<file path="src/rtl/can_stuff_pkg.sv">
// Shared types and constants for the CAN bit-stuffing engine.
//   stuff_mode_e       : engine direction (TX insert / RX remove)
//   CAN_RECESSIVE      : idle / reset bus level
//   DEF_RUN_LEN        : default run length that triggers a stuff bit
//   DEF_FIXED_INTERVAL : default data bits between fixed stuff bits
//   STUFF_CNT_W        : width of the modulo-8 stuff counter
package can_stuff_pkg;

  typedef enum logic {
    STUFF_TX = 1'b0,
    STUFF_RX = 1'b1
  } stuff_mode_e;

  localparam logic        CAN_RECESSIVE      = 1'b1;
  localparam int unsigned DEF_RUN_LEN        = 5;
  localparam int unsigned DEF_FIXED_INTERVAL = 4;
  localparam int unsigned STUFF_CNT_W        = 3;

endpackage

</file>
<file path="src/rtl/can_run_tracker.sv">
// Tracks the value and length of the current run of identical bits.
// Ports:
//   clk, rst_n  : clock, synchronous active-low reset
//   flush       : synchronous return to the reset state
//   step        : a data bit joins (or starts) the run
//   restart     : force a new run of length 1 starting with cur_bit
//   zero        : drop the run (stuffing region inactive)
//   cur_bit     : bit applied by step / restart
//   last_bit    : value of the current run
//   run_hit     : run length equals RUN_LEN
//   step_hit_c  : stepping cur_bit this cycle would make the run reach RUN_LEN
module can_run_tracker
  import can_stuff_pkg::*;
#(
  parameter int unsigned RUN_LEN = DEF_RUN_LEN,
  parameter int unsigned CNT_W   = $clog2(RUN_LEN + 1)
) (
  input  logic clk,
  input  logic rst_n,
  input  logic flush,
  input  logic step,
  input  logic restart,
  input  logic zero,
  input  logic cur_bit,
  output logic last_bit,
  output logic run_hit,
  output logic step_hit_c
);

  logic [CNT_W-1:0] run_cnt;

  // Run state; restart has priority so a stuff bit always begins a fresh run.
  always_ff @(posedge clk) begin
    if (!rst_n || flush) begin
      last_bit <= CAN_RECESSIVE;
      run_cnt  <= '0;
    end else if (restart) begin
      last_bit <= cur_bit;
      run_cnt  <= CNT_W'(1);
    end else if (step) begin
      last_bit <= cur_bit;
      run_cnt  <= (cur_bit == last_bit && run_cnt != '0) ? run_cnt + CNT_W'(1) : CNT_W'(1);
    end else if (zero) begin
      run_cnt  <= '0;
    end
  end

  assign run_hit    = (run_cnt == CNT_W'(RUN_LEN));
  // RUN_LEN >= 2, so run_cnt == RUN_LEN-1 already implies a non-empty run.
  assign step_hit_c = (cur_bit == last_bit) && (run_cnt == CNT_W'(RUN_LEN - 1));

endmodule

</file>
<file path="src/rtl/can_bit_stuff_engine.sv">
// Bidirectional CAN bit-stuffing engine, one bit per valid/ready handshake.
// TX inserts a complement stuff bit after RUN_LEN identical bits; RX removes
// it and pulses stuff_err when the removed bit does not toggle.
// Optional macro CAN_FIXED_STUFF_EN adds CAN FD fixed stuffing (fixed_stuff).
// Ports:
//   clk, rst_n         : clock, synchronous active-low reset
//   mode_rx            : 0 = TX stuff, 1 = RX destuff (change only when idle)
//   stuff_en           : dynamic stuffing region active
//   fixed_stuff        : fixed-stuff region (used only with CAN_FIXED_STUFF_EN)
//   clear              : synchronous flush / frame abort
//   in_valid/in_bit/in_ready            : upstream bit stream
//   out_valid/out_bit/out_is_stuff/out_ready : downstream bit stream
//   stuff_err          : one-cycle RX stuff violation pulse
//   stuff_cnt          : dynamic stuff bits inserted/removed, modulo 8
module can_bit_stuff_engine
  import can_stuff_pkg::*;
#(
  parameter int unsigned RUN_LEN        = DEF_RUN_LEN,
  parameter int unsigned FIXED_INTERVAL = DEF_FIXED_INTERVAL,
  parameter int unsigned CNT_W          = $clog2(RUN_LEN + 1)
) (
  input  logic                   clk,
  input  logic                   rst_n,
  input  logic                   mode_rx,
  input  logic                   stuff_en,
  input  logic                   fixed_stuff,
  input  logic                   clear,
  input  logic                   in_valid,
  input  logic                   in_bit,
  output logic                   in_ready,
  output logic                   out_valid,
  output logic                   out_bit,
  output logic                   out_is_stuff,
  input  logic                   out_ready,
  output logic                   stuff_err,
  output logic [STUFF_CNT_W-1:0] stuff_cnt
);

  stuff_mode_e mode;
  logic        pend_stuff;
  logic        last_bit, run_hit, step_hit_c;

  logic is_rx_c, slot_free_c, fix_on_c, dyn_on_c, fixed_hit_c;
  logic pend_any_c, in_ready_c, in_fire_c;
  logic rx_stuff_c, rx_fix_c, drop_c, emit_c, data_c;
  logic trk_step_c, trk_restart_c, trk_zero_c, trk_bit_c;

  assign mode = stuff_mode_e'(mode_rx);

`ifdef CAN_FIXED_STUFF_EN
  localparam int unsigned FIX_W = $clog2(FIXED_INTERVAL + 1);

  logic [FIX_W-1:0] fixed_cnt;

  assign fix_on_c    = fixed_stuff;
  // TX: a fixed stuff bit is owed; RX: the next accepted bit is a fixed stuff bit.
  assign fixed_hit_c = fixed_stuff && (fixed_cnt == FIX_W'(FIXED_INTERVAL));

  // Data bits since the last fixed stuff bit; held at zero outside the region.
  always_ff @(posedge clk) begin
    if (!rst_n || clear || !fixed_stuff) begin
      fixed_cnt <= '0;
    end else if ((emit_c && !pend_stuff) || rx_fix_c) begin
      fixed_cnt <= '0;
    end else if (data_c) begin
      fixed_cnt <= fixed_cnt + FIX_W'(1);
    end
  end
`else
  logic unused_fixed;

  assign fix_on_c     = 1'b0;
  assign fixed_hit_c  = 1'b0;
  assign unused_fixed = fixed_stuff ^ (FIXED_INTERVAL == 0);
`endif

  // Handshake decode and run-tracker control.
  always_comb begin
    is_rx_c       = (mode == STUFF_RX);
    slot_free_c   = !out_valid || out_ready;
    dyn_on_c      = stuff_en && !fix_on_c;
    pend_any_c    = !is_rx_c && (pend_stuff || fixed_hit_c);
    in_ready_c    = slot_free_c && !pend_any_c;
    in_fire_c     = in_valid && in_ready_c;
    rx_stuff_c    = is_rx_c && in_fire_c && dyn_on_c && run_hit;
    rx_fix_c      = is_rx_c && in_fire_c && fixed_hit_c;
    drop_c        = rx_stuff_c || rx_fix_c;
    emit_c        = pend_any_c && slot_free_c;
    data_c        = in_fire_c && !drop_c;
    // Stuff bits (inserted or removed) and fixed-region data only record the
    // latest bit value; they never extend a dynamic run.
    trk_restart_c = emit_c || drop_c || (data_c && fix_on_c);
    trk_step_c    = data_c && dyn_on_c;
    trk_zero_c    = data_c && !stuff_en && !fix_on_c;
    trk_bit_c     = emit_c ? !last_bit : in_bit;
  end

  assign in_ready = in_ready_c;

  can_run_tracker #(
    .RUN_LEN (RUN_LEN),
    .CNT_W   (CNT_W)
  ) u_run (
    .clk        (clk),
    .rst_n      (rst_n),
    .flush      (clear),
    .step       (trk_step_c),
    .restart    (trk_restart_c),
    .zero       (trk_zero_c),
    .cur_bit    (trk_bit_c),
    .last_bit   (last_bit),
    .run_hit    (run_hit),
    .step_hit_c (step_hit_c)
  );

  // Output register, pending-stuff flag, error pulse and stuff counter.
  always_ff @(posedge clk) begin
    if (!rst_n || clear) begin
      out_valid    <= 1'b0;
      out_bit      <= CAN_RECESSIVE;
      out_is_stuff <= 1'b0;
      stuff_err    <= 1'b0;
      stuff_cnt    <= '0;
      pend_stuff   <= 1'b0;
    end else begin
      stuff_err <= drop_c && (in_bit == last_bit);

      if (emit_c) begin
        out_valid    <= 1'b1;
        out_bit      <= !last_bit;
        out_is_stuff <= 1'b1;
      end else if (data_c) begin
        out_valid    <= 1'b1;
        out_bit      <= in_bit;
        out_is_stuff <= 1'b0;
      end else if (out_valid && out_ready) begin
        out_valid    <= 1'b0;
        out_is_stuff <= 1'b0;
      end

      // A pending dynamic stuff bit survives stuff_en falling.
      if (emit_c && pend_stuff) begin
        pend_stuff <= 1'b0;
      end else if (!is_rx_c && trk_step_c && step_hit_c) begin
        pend_stuff <= 1'b1;
      end

      if ((emit_c && pend_stuff) || rx_stuff_c) begin
        stuff_cnt <= stuff_cnt + STUFF_CNT_W'(1);
      end
    end
  end

endmodule

</file>
<file path="config.mk">
export PLATFORM = sky130hd
export DESIGN_NAME = can_bit_stuff_engine
export DESIGN_NICKNAME = d
export VERILOG_FILES = /design/src/rtl/can_stuff_pkg.sv /design/src/rtl/can_run_tracker.sv /design/src/rtl/can_bit_stuff_engine.sv
export SDC_FILE = /design/constraint.sdc
export NUM_CORES = 1
export LEC_CHECK = 0
export BUFFER_PORTS_ARGS = -buffer_cell sky130_fd_sc_hd__buf_2
export CORE_MARGIN = 4
export CORE_UTILIZATION = 25
export DETAILED_ROUTE_END_ITERATION = 8
export GPL_ROUTABILITY_DRIVEN = 0
export SYNTH_ARGS = -nofsm -noshare
export SYNTH_HDL_FRONTEND = slang
export SYNTH_SLANG_ARGS = --single-unit
</file>
<file path="constraint.sdc">
create_clock -name clk -period 4.5 [get_ports clk]
set_input_delay 0.9 -clock clk [delete_from_list [all_inputs] [get_ports clk]]
set_output_delay 0.9 -clock clk [all_outputs]
set_load 0.05 [all_outputs]
</file>
==> run_results.csv <==
group,metric,value,unit
setup_path,crit_required,3600,ps
cells_and_area,drive_above_1_share,27.7,%
cells_and_area,n_antenna_cell,0,
route,vias,636,
power,p_clk_share,40.8,%
setup_path,reg2reg_depth,5,
min_path,hold_class,"reg2reg",
route,finalWirelength,1590,microns
yosys,synth_nets,89,
min_path,hold_depth,2,
clocking,clock-sinks,12,
yosys,syn_area_per_cell,8.92,sq um
power,leakagePower,0.299,nW
global_routing,grt_max_degree,11,
clocking,cts_buffer_depth,2,
cells_and_area,nFillCells,280,
global_routing,grt_overflow,0,
place,io_buffer_count,15,
floorplan,die_w,60.1,microns
clocking,cts_setup_buffers,0,
global_routing,grt_pass1_wl,2500,microns
clocking,htreeDepth,1,
cells_and_area,mostFrequentLayoutCell,"buf_2",
sta,period_share,55.4,%
place,dp.cells,120,
global_routing,grt_pass1_vias,607,
setup_path,start_kind,"primary input",
clocking,cts_resized,0,
sta,timing.hold.ws,469,ps
setup_path,cp_num_buf_inv,2,
cells_and_area,seqCellArea,240,sq um
yosys,synth_top_area_share,35.4,%
cells_and_area,syn2layout_area_growth,20.3,%
clocking,clkTransAtPathRegs,80,ps
sta,slew_violations,0,
status,outcome,"finished, final reports clean",
power,p_sw_share,26.1,%
power,power_density,273,nW/um^2
route,drc,0,
clocking,cts_tree,"yes",
floorplan,die-height,60.1,microns
clocking,clockRootBuffer,"clkbuf_4",
yosys,synth.area.top_cells,"dfxtp_1 (35%), ha_1 (7.4%), a21oi_1 (5.9%)",
setup_path,cp.depth,4,
sta,relSlewSlack,69.3,%
cells_and_area,final_cell_mix,"buf_2 (15), dfxtp_1 (12), a21oi_1 (8)",
setup_path,r2r_setup_slack,2780,ps
sta,max_freq,401,MHz
floorplan,die_area,3610,sq um
sta,min_period,2490,ps
setup_path,cp-end-kind,"output port",
setup_path,max_stage_delay,240,ps
setup_path,critical_path.slowest_cell,"nor2b_2",
floorplan,rows,18,
clocking,insertion_delay,290,ps
setup_path,crit_fanout,7,
cells_and_area,multi_input_area,412,sq um
sta,tightest_slew,458,ps
setup_path,arrival,1590,ps
power,irDropWorstVdd,0.137,mV
yosys,synth_area,678,sq um
route,postRouteAntennaNets,0,
yosys,yosys_register_bits,12,
cells_and_area,nets,108,
floorplan,coreArea,2520,sq um
sta,fin_worst_skew,7.65,ps
clocking,ctsHoldBuffers,0,
setup_path,crit_family,"buffers and inverters",
yosys,yosys_warnings,0,
floorplan,initial_core_util,26.9,%
place,dp_hpwl,1170,microns
setup_path,path_class,"in2out",
job,max_cap_viol_count,0,
yosys,yosysSeqAreaShare,35.4,%
power,p_sw,58.3,uW
power,pwr-share-comb,10.5,%
global_routing,antenna_found_initial,0,
sta,rsz0062_at_grt,"no",
sta,final_hold_viol_count,0,
setup_path,crit_chain,"buf_2, nor2b_2, nor2_1, buf_2",
power,p_seq_share,48.6,%
power,p_int,165,uW
clocking,cts_buffers,3,
route,via_per_inst,5.13,
yosys,post-synth-top-area-cell,"dfxtp_1",
global_routing,grt_usage,9.30,%
sta,setup_viol,0,
cells_and_area,layoutNonFillerInstCount,124,
setup_path,cp_common_cell,"buf_2",
yosys,yosysUniqueCellTypes,33,
floorplan,io_pins,17,
route,dr.pass1.iters,5,
route,drtIter0Drc,20,
yosys,synth_cells,76,
sta,setup_tns,0,ps
route,wl_per_cell,12.9,microns
==> tightest hold or removal path: stages, from the launching register on <==
cell     delay [ps]
dfxtp_1         310
nand3_1          60
a21oi_1          50
==> stage by stage <==
stage / instance area, sq um / total power [mW] / setup slack (ps) / utilization [%]
after floorplan: 678 / 0.126 / 1940 / -
after global placement: 779 / 0.134 / 2010 / 30.9
after detailed placement: 779 / 0.134 / 2010 / 30.9
after CTS: 816 / 0.225 / 2010 / 32.3
after global routing: 816 / 0.231 / 1940 / 32.3
final: 816 / 0.223 / 2010 / 32.3
==> layout make-up <==
cell class              count  share of cell area (%)
well taps                  30                    4.60
clock buffers               4                    4.45
flip-flops and latches     12                    29.4
inverters                   4                    1.84
multi-input cells          59                    50.5
repair buffers             15                    9.20
==> logic make-up (layout without fill, tap and decap cells) <==
kind of cell	Yosys count	count (layout)	share of synthesized area [%]
and+or+nand+nor	32	32	28.0
AOI/OAI and AO/OA	21	21	22.5
DFF	12	12	35.4
buffers and inverters	5	23	3.87
adders and majority gates	4	4	7.38
xor gates and xnor gates	1	1	1.29
muxes	1	1	1.48
==> path summary, 6_finish.rpt <==
path,startpoint,endpoint
setup / recovery,mode_rx,in_ready
hold / removal,out_is_stuff,out_is_stuff
setup reg to reg,u_run.run_cnt[0],stuff_cnt[2]
hold reg to reg,out_is_stuff,out_is_stuff
==> flip-flops by register name (all words and copies together) (netlist names) <==
name / cells
stuff_cnt: 3
stuff_err: 1
out_bit: 1
u_run.run_cnt: 3
pend_stuff: 1
out_valid: 1
out_is_stuff: 1
u_run.last_bit: 1
==> cell usage after synthesis <==
cell / n
a211o_1: 1
a21bo_2: 1
a21boi_0: 1
a21o_1: 1
a21o_2: 1
a21oi_1: 8
a221oi_1: 1
a311oi_1: 1
a31oi_1: 2
a41oi_2: 1
and4_1: 1
buf_6: 1
dfxtp_1: 12
ha_1: 4
inv_1: 4
mux2i_1: 1
nand2_1: 6
nand2b_1: 2
nand3_1: 6
nand4_1: 3
nor2_1: 2
nor2b_1: 1
nor2b_2: 1
nor2b_4: 1
nor3_1: 3
nor3b_1: 1
nor4_1: 1
nor4b_1: 1
o211ai_1: 2
o32ai_1: 1
or2b_2: 2
or3_1: 1
xor2_1: 1
==> power by group through the flow <==
stage,clock (mW),sequential (mW),combinational [mW]
global route,0.0966,0.109,0.0254
global placement,0,0.111,0.0231
detailed placement,0,0.111,0.0234
CTS,0.0933,0.108,0.0235
finish,0.0911,0.108,0.0235
floorplan,0,0.113,0.0129
==> metal layers <==
metal | up-vias | wire [microns] | global-route usage, %
met5 | - | 0 | 0
met4 | 0 | 26 | 6.33
met3 | 2 | 78 | 2.38
met2 | 17 | 734 | 14.4
met1 | 297 | 753 | 11.2
li1 | 320 | - | -
Note: power is estimated with default switching activity, not from simulation.
